===== config.mk =====
export PLATFORM = sky130hd
export DESIGN_NAME = data_memory
export DESIGN_NICKNAME = d
export VERILOG_FILES = /design/src/rtl/data_memory.sv
export SDC_FILE = /design/constraint.sdc
export NUM_CORES = 1
export LEC_CHECK = 0
export CAP_MARGIN = 0
export CELL_PAD_IN_SITES_DETAIL_PLACEMENT = 1
export CELL_PAD_IN_SITES_GLOBAL_PLACEMENT = 2
export CORE_UTILIZATION = 35
export CTS_BUF_LIST = sky130_fd_sc_hd__clkbuf_2
export DETAILED_ROUTE_END_ITERATION = 10
export GPL_TIMING_DRIVEN = 0
export PLACE_DENSITY_LB_ADDON = 0.1
export SYNTH_ARGS = -nofsm -noshare
export SYNTH_HDL_FRONTEND = slang
export SYNTH_SLANG_ARGS = --single-unit
export TNS_END_PERCENT = 50

===== constraint.sdc =====
create_clock -name Clock -period 2.3 [get_ports Clock]
set_input_delay 0.345 -clock Clock [delete_from_list [all_inputs] [get_ports Clock]]
set_output_delay 0.345 -clock Clock [all_outputs]
set_load 0.02 [all_outputs]

===== src/rtl/data_memory.sv =====
// data_memory: 16 x 8 data memory for the i281 CPU.
//
// Holds the program's data bytes. The initial image (b0I..b15I) is copied in
// all at once on reset, or one byte per cycle on a Reload request. The
// datapath reads combinationally and writes with one cycle of latency. A
// valid/ready dump port streams addresses 0..15 in order to a consumer.
//
// A single 4-bit pointer is shared by the LOAD and DUMP walks. It returns to
// zero explicitly at the end of each walk and never relies on wrap-around.
module data_memory (
    input  logic       Clock,
    input  logic       Reset_n,

    // Initial image from the user-data block
    input  logic [7:0] b0I,
    input  logic [7:0] b1I,
    input  logic [7:0] b2I,
    input  logic [7:0] b3I,
    input  logic [7:0] b4I,
    input  logic [7:0] b5I,
    input  logic [7:0] b6I,
    input  logic [7:0] b7I,
    input  logic [7:0] b8I,
    input  logic [7:0] b9I,
    input  logic [7:0] b10I,
    input  logic [7:0] b11I,
    input  logic [7:0] b12I,
    input  logic [7:0] b13I,
    input  logic [7:0] b14I,
    input  logic [7:0] b15I,
    input  logic       Reload,

    // Datapath port
    input  logic       Write_Enable,
    input  logic [3:0] Write_Address,
    input  logic [7:0] Write_Data,
    input  logic [3:0] Read_Address,
    output logic [7:0] Read_Data,
    output logic       Busy,
    output logic       Write_Dropped,

    // Dump port
    input  logic       Dump_Start,
    output logic       Dump_Valid,
    input  logic       Dump_Ready,
    output logic [3:0] Dump_Address,
    output logic [7:0] Dump_Data,
    output logic       Dump_Done
);

    typedef enum logic [1:0] {
        ST_IDLE = 2'd0,
        ST_LOAD = 2'd1,
        ST_DUMP = 2'd2
    } state_t;

    localparam logic [3:0] LAST_ADDR = 4'd15;

    state_t     r_state;
    state_t     w_state_next;
    logic [3:0] r_ptr;
    logic [3:0] w_ptr_next;

    logic [7:0] r_mem  [16];
    logic [7:0] w_init [16];

    logic       r_dump_done;
    logic       r_write_dropped;

    logic       w_busy;
    logic       w_dump_accept;
    logic       w_dump_last;
    logic       w_idle_write;
    logic       w_load_active;

    // Gather the initial image into an indexable array.
    assign w_init[0]  = b0I;
    assign w_init[1]  = b1I;
    assign w_init[2]  = b2I;
    assign w_init[3]  = b3I;
    assign w_init[4]  = b4I;
    assign w_init[5]  = b5I;
    assign w_init[6]  = b6I;
    assign w_init[7]  = b7I;
    assign w_init[8]  = b8I;
    assign w_init[9]  = b9I;
    assign w_init[10] = b10I;
    assign w_init[11] = b11I;
    assign w_init[12] = b12I;
    assign w_init[13] = b13I;
    assign w_init[14] = b14I;
    assign w_init[15] = b15I;

    // Decoded control conditions.
    assign w_busy        = (r_state != ST_IDLE);
    assign w_load_active = (r_state == ST_LOAD);
    assign w_dump_accept = (r_state == ST_DUMP) && Dump_Ready;
    assign w_dump_last   = w_dump_accept && (r_ptr == LAST_ADDR);
    // Datapath writes land only while idle; during LOAD/DUMP they are dropped.
    assign w_idle_write  = (r_state == ST_IDLE) && Write_Enable;

    // Next-state and next-pointer decode.
    always_comb begin
        // NOTE: every signal assigned here gets a default first, so no path
        // through the case leaves it unassigned and no latch is inferred.
        w_state_next = r_state;
        w_ptr_next   = r_ptr;
        case (r_state)
            ST_IDLE: begin
                // Reload has priority; a simultaneous Dump_Start is dropped.
                if (Reload) begin
                    w_state_next = ST_LOAD;
                    w_ptr_next   = 4'd0;
                end else if (Dump_Start) begin
                    w_state_next = ST_DUMP;
                    w_ptr_next   = 4'd0;
                end
            end
            ST_LOAD: begin
                if (r_ptr == LAST_ADDR) begin
                    w_state_next = ST_IDLE;
                    w_ptr_next   = 4'd0;
                end else begin
                    w_ptr_next = r_ptr + 4'd1;
                end
            end
            ST_DUMP: begin
                if (w_dump_last) begin
                    w_state_next = ST_IDLE;
                    w_ptr_next   = 4'd0;
                end else if (w_dump_accept) begin
                    w_ptr_next = r_ptr + 4'd1;
                end
            end
            default: begin
                w_state_next = ST_IDLE;
                w_ptr_next   = 4'd0;
            end
        endcase
    end

    // State and pointer registers; reset aborts any walk in progress.
    always_ff @(posedge Clock) begin
        // NOTE: sequential state uses non-blocking assignments so every
        // register samples pre-edge values regardless of block ordering.
        if (!Reset_n) begin
            r_state <= ST_IDLE;
            r_ptr   <= 4'd0;
        end else begin
            r_state <= w_state_next;
            r_ptr   <= w_ptr_next;
        end
    end

    // Storage array: bulk copy on reset, byte-per-cycle copy during LOAD,
    // datapath writes while idle.
    always_ff @(posedge Clock) begin
        // NOTE: this memory is deliberately reset. Reset is how the program's
        // initial data image gets in, so it is function, not initialisation,
        // and the array is built from flops rather than a RAM macro.
        if (!Reset_n) begin
            for (int i = 0; i < 16; i++) begin
                r_mem[i] <= w_init[i];
            end
        end else if (w_load_active) begin
            r_mem[r_ptr] <= w_init[r_ptr];
        end else if (w_idle_write) begin
            r_mem[Write_Address] <= Write_Data;
        end
    end

    // One-cycle status pulses: dump completion and dropped writes.
    always_ff @(posedge Clock) begin
        if (!Reset_n) begin
            r_dump_done     <= 1'b0;
            r_write_dropped <= 1'b0;
        end else begin
            r_dump_done     <= w_dump_last;
            r_write_dropped <= w_busy && Write_Enable;
        end
    end

    // Outputs. Reads are combinational, so a write to the address being
    // read shows the old byte until the following cycle.
    assign Read_Data     = r_mem[Read_Address];
    assign Busy          = w_busy;
    assign Write_Dropped = r_write_dropped;
    assign Dump_Valid    = (r_state == ST_DUMP);
    assign Dump_Address  = r_ptr;
    assign Dump_Data     = r_mem[r_ptr];
    assign Dump_Done     = r_dump_done;

endmodule


# After elaboration in Yosys (flattened, before gate mapping)
# Memory sizes are Yosys's and may differ from the RTL's. A register that Yosys moved wholly into a read port is not among the register bits.
# Cells that the tools add are included.
# W data, S select, Z words.
classes:
  div: 0
  addsub: 1
  n_lt_le_gt_ge: 1
  n_shift: 0
  eq_ne: 7
  bitwise_logic: 1
  n_reduce_logical: 10
  mul: 0
  mux: 30
ops:
  columns: ["op", "count"]
  rows:
  - ["$mux W4", 9]
  - ["$bmux W8 S4", 1]
  - ["$mux W8", 4]
  - ["$reduce_or A8 Y1", 2]
  - ["$pmux W4 S3", 1]
  - ["$mux W1", 10]
  - ["$mux W2", 4]
  - ["$pmux W2 S3", 1]
  - ["$ge A5 B5 Y1 const B", 1]
  - ["$not A4 Y5", 1]
  - ["$add A4 B1 Y4 const B", 1]
  - ["$eq A4 B4 Y1 const B", 1]
  - ["$logic_and A1 B1 Y1", 4]
  - ["$ne A2 B1 Y1 const B", 2]
  - ["$ne A3 B1 Y1 const B", 1]
  - ["$ne A3 B3 Y1 const B", 1]
  - ["$reduce_and A3 Y1", 1]
  - ["$eq A2 B1 Y1 const B", 1]
  - ["$eq A2 B2 Y1 const B", 1]
  - ["$logic_not A2 Y1", 1]
  - ["$reduce_and A2 Y1", 1]
  - ["$reduce_bool A2 Y1", 1]
totals:
  latchBits: 0
  romBits: 0
  ram_bits: 128
  wordCells: 55
  register_bits: 8
  mem_count: 1
memory_table:
  columns: ["memory", "depth", "word_bits", "rd", "rd_ports_with_merged_regs", "write_ports", "line", "source"]
  rows:
  - ["r_mem", 16, 8, 2, 1, 16, "64", "logic [7:0] r_mem [16];"]

# Depth between registers and ports, before layout
depth:
  ltp_word: 8
  depth_mapped: 7
  mapped_depth_nobuf: 6

# Worst setup path after synthesis
# Ideal clock, no wire load.
synth_timing:
  path_type: "register to register"
  from: "register r_state[1]"
  to: "memory r_mem[8][0] (enable)"
  setup_time_ps: 384
  stages_incl_launch_ff: 7
  path_buffers: 1
  arrival_ps: 1979
  period_less_slack_ps: 2363
  setup_slack_ps: -63
  cell_sequence: "dfxtp_1 inv_1 ha_1 nand4b_4 buf_6 mux2i_4 o21ai_0"
synth_lines:
  columns: ["element", "line", "source"]
  rows:
  - ["from (decl)", "59", "state_t r_state;"]
  - ["from (signal assigned)", "150", "r_state <= w_state_next;"]
  - ["to (decl)", "64", null]

==> impl.org <==
** STA
- Across all setup checks in the final design, the least slack found is -738.5 ps.
- Setup repair after global routing could not meet its margin everywhere.
- Static timing analysis puts the maximum clock frequency at between 300 and 400 MHz.
- Setup violations, final :: 16
- After layout, the minimum clock period comes to slightly above 3000 ps.
- Hold Vio Cnt, Final :: 0
- Between clock sinks in the finished design, the worst skew comes to roughly 37 ps.
- Transition time at the pin with the least slew margin :: 908.4 ps
- Crit share post-route :: 1.321
- Worst hold slack across all endpoints :: ~210 ps
- The number of pins exceeding their max-slew limit in the final report is 0.
- In this run the tightest slew margin relative to its limit is 0.3944.

** Hold path
- The worst hold path terminates at Dump_Done.
- Hold path startpoint :: Dump_Ready
- The path class of the tightest hold or removal check is in -> reg.
- The worst hold path passes through 3 cells.

** Synth
- The average instance in the mapped netlist occupies 15.91 µm².
- Post-synth net total :: around 770
- Async set-or-reset flop fraction in the synthesized netlist :: 0
- Leading cell type by number of instances after synthesis :: sky130_fd_sc_hd__edfxtp_1
- The Yosys step of the flow raised 0 warnings.
- The share of synthesized area in the top cell type comes to 0.3948.
- Of the synthesized area, sequential elements account for 0.4195.
- The mapped netlist covers 9736 µm².
- Seq cells post-synth :: between 100 and 150
- Most instantiated flip-flop cell in the synthesis netlist :: sky130_fd_sc_hd__edfxtp_1
- After synthesis, the most frequently instantiated cells are 128 x sky130_fd_sc_hd__edfxtp_1, 109 x sky130_fd_sc_hd__mux2_2, 94 x sky130_fd_sc_hd__mux4_2.
- Number of instances in the synthesized netlist :: about 600
- Cell taking the most area after synthesis :: sky130_fd_sc_hd__edfxtp_1
- Sorting the synthesized cells by area gives the leading types as sky130_fd_sc_hd__edfxtp_1 39%, sky130_fd_sc_hd__mux4_2 22%, sky130_fd_sc_hd__mux2_2 13%, sky130_fd_sc_hd__dfxtp_1 2.5%, sky130_fd_sc_hd__mux4_1 2.4%.
- Number of enable flip-flop cells after synthesis :: ~130
- Post-synthesis cell type count :: 58

** Routing
- After detailed routing, the average wire length per cell comes to around 29 µm.
- Before antenna repair, the detailed router went through 6 iterations.
- Detailed-route DRC error count :: 0
- Once detail routing completed, the nets flagged for antenna violations numbered 0.
- The routed design has ~36000 µm of wire.
- After detailed routing, the number of vias per cell comes to ~5.8.
- Routed vias :: 7003
- Starting DRC count in detailed routing :: 527

** Global routing
- The number of global-route vias before repair is just under 8000.
- Largest net degree at the start of global routing :: 17
- First-pass GRT wire length :: around 51000 µm
- Global routing finished with a remaining overflow of 0.
- Global-route usage over all layers :: 0.2550
- Initial antenna violation count :: 1

** Outcome
- Violations in the final reports :: setup timing
- The flow ran to the end, but the final reports show violations.

** CTS
- Deepest clock path buffer count :: 2
- The clock drives 140 sinks.
- Clock latency on the worst-skew pair :: about 750 ps
- The clock tree synthesis step divided the H-tree into 4 levels.
- Hold repair after CTS inserted 0 buffers.
- After clock tree synthesis, the clock-pin slew on the worst setup and hold paths is 250 ps.
- Buffers inserted during clock tree synthesis total 17.
- Clock tree from TritonCTS :: built
- In this run the clock root is driven by a sky130_fd_sc_hd__clkbuf_2.

** Run
- Across the run, the number of max-cap violations was 0.

** Critical path
- Grouping stages by cell kind, the critical path spends the most delay in multiplexers.
- Data on the critical path is required at its endpoint by just under 2000 ps.
- Max Fanout on Critical Path :: 5
- Worst setup EP type :: output port
- Setup CP Type :: reg -> out
- The worst register-to-register path ends at r_mem[8][1].
- In this run the critical register-to-register path is launched from Dump_Address[0].
- Together, buffers and inverters on the worst path number 3.
- Cells along the critical path :: buf_6 > buf_12 > mux4_2 > mux4_2 > buf_6
- Cell with the largest stage delay on the worst path :: sky130_fd_sc_hd__mux4_2
- Data on the critical path arrives at its endpoint at 2690 ps.
- The number of cells on the worst reg-to-reg path is 6.
- On the worst path, the slowest cell contributes a delay of 550 ps.
- Worst-case register-to-register setup slack :: 30 ps
- Type of element launching the critical path :: flop

** Cells and area
- Area delta synth->final :: 33.70%
- Number of nets at the end of the flow :: around 1000
- Of the cells placed in the final design, the portion with a size suffix greater than 1 is 0.4792.
- Count of placed standard cells in the final layout, fillers left out :: 1214

** Placed design
- Final RePlAce weighted congestion :: a little under 0.9
- After detailed placement, the design holds a cell count of 1154.
- Buffers on Ports :: between 150 and 200
- Post-DP HPWL :: between 20000 and 30000 µm

** Floorplan
- Y dimension of the die :: roughly 170 µm
- Number of ports placed on the die boundary :: between 150 and 200
- In this run the standard cell core region covers about 27000 µm².
- Starting density of the core :: 0.3592
- Total die area :: 28490 µm²
- Number of cell rows :: 60
- Die X :: roughly 170 µm

** Power and ir drop
- IR analysis of the VDD net gives a maximum drop of around 0.34 mV.
- Dividing total power by cell area gives a power density of about 540 nW/µm².
- Standby leakage power :: ~0.0044 µW
-- worst min-delay path, cell delays in order --
cell and delay [ps]:
sky130_fd_sc_hd__clkdlybuf4s50_1 430, sky130_fd_sc_hd__nand4_1 120, sky130_fd_sc_hd__nor2_1 60
-- state kept, by name, summed over array words and instances (netlist names), named ones only --
signal and flops:
Dump_Done 1, Dump_Address 4, r_state 2, Write_Dropped 1
r_mem 128
-- stage by stage --
stage | total power, µW | instance area [µm²] | utilization | TNS, ps | setup WS [ps]
5_1_grt | 7235 | 13020 | 0.4803 | -10330 | -802.1
4_1_cts | 6989 | 12830 | 0.4734 | -12290 | -825.7
3_3_place_gp | 4874 | 11880 | 0.4385 | -158280 | -1359
2_1_floorplan | 4122 | 9736 | - | -420.8 | -20.99
6_report | 7025 | 13020 | 0.4803 | -9224 | -738.5
3_5_place_dp | 4923 | 11900 | 0.4389 | -153410 | -1363
-- power breakdown --
group | switching (µW) | internal [µW]
clock network | 1010 | 941
registers | 82.6 | 2970
logic | 965 | 1070
total | 2050 | 4970
-- cells in the final DEF (no fill, tap or decap), drive strengths merged, types with 5 or more instances in the layout --
master	Yosys	final
o31ai	7	7
dfxtp	12	12
mux2i	13	13
mux4	103	103
nor2	19	19
edfxtp	128	128
nor3b	5	5
clkdlybuf4s50	0	150
o22ai	9	9
o21ai	22	22
inv	6	8
clkbuf	15	34
buf	29	73
a21oi	10	10
o21a	5	5
nand2	30	30
mux2	137	137
a41oi	6	6
bufinv	0	6
nand3	5	5
-- layout make-up --
cell class,count,area [µm²]
Antenna cell,1,2.502
Buffer,41,362.8
Clock buffer,18,90.09
Clock inverter,14,241.5
Fill cell,2684,14080
Inverter,6,22.52
Multi-Input combinational cell,422,5622
Sequential cell,140,4099
Tap cell,372,465.4
Timing Repair Buffer,200,2111
-- how the worst max path moves through the flow --
stage | start | to | slack (ps) | depth (start not counted)
2_1_floorplan | Dump_Address[0] | r_mem[1][0] | -20 | 5
6_report | flop | Dump_Data[3] | -740 | 5
5_1_grt | flop | Dump_Data[4] | -800 | 5
3_5_place_dp | Read_Address[1] | Read_Data[4] | -1360 | 5
4_1_cts | flop | Dump_Data[0] | -830 | 5
3_3_place_gp | Read_Address[1] | Read_Data[3] | -1360 | 5
-- cells by family (layout without fill, tap and decap cells) --
| logic type | after synthesis | after routing | share of synthesized area |
|---|---|---|---|
| DFF | 140 | 140 | 0.4195 |
| other | 0 | 1 | 0 |
| muxes | 253 | 253 | 0.4255 |
| adders and majority gates | 4 | 4 | 0.005141 |
| buffers and inverters | 50 | 279 | 0.02866 |
| AOI/OAI and AO/OA | 70 | 70 | 0.05796 |
| and+or+nand+nor | 95 | 95 | 0.06323 |
-- layer usage --
layer / vias to the layer above / GRT usage / wire [µm]
met5: - / 0 / 0
met1: 3698 / 0.3274 / 14940
li1: 3006 / - / -
met3: 39 / 0.03601 / 1648
met4: 0 / 0.08379 / 935
met2: 260 / 0.4427 / 18100
-- timing repair --
item | 4_1_cts | 5_1_grt
setup endpoints to repair | 276 | 164
setup buffers | 12 | 17
endpoints found under the hold margin | 0 | 0
cloned | 2 | 1
pin swaps | 8 | 7
resized for setup | 201 | 20
Note: power is estimated with default switching activity, not from simulation.
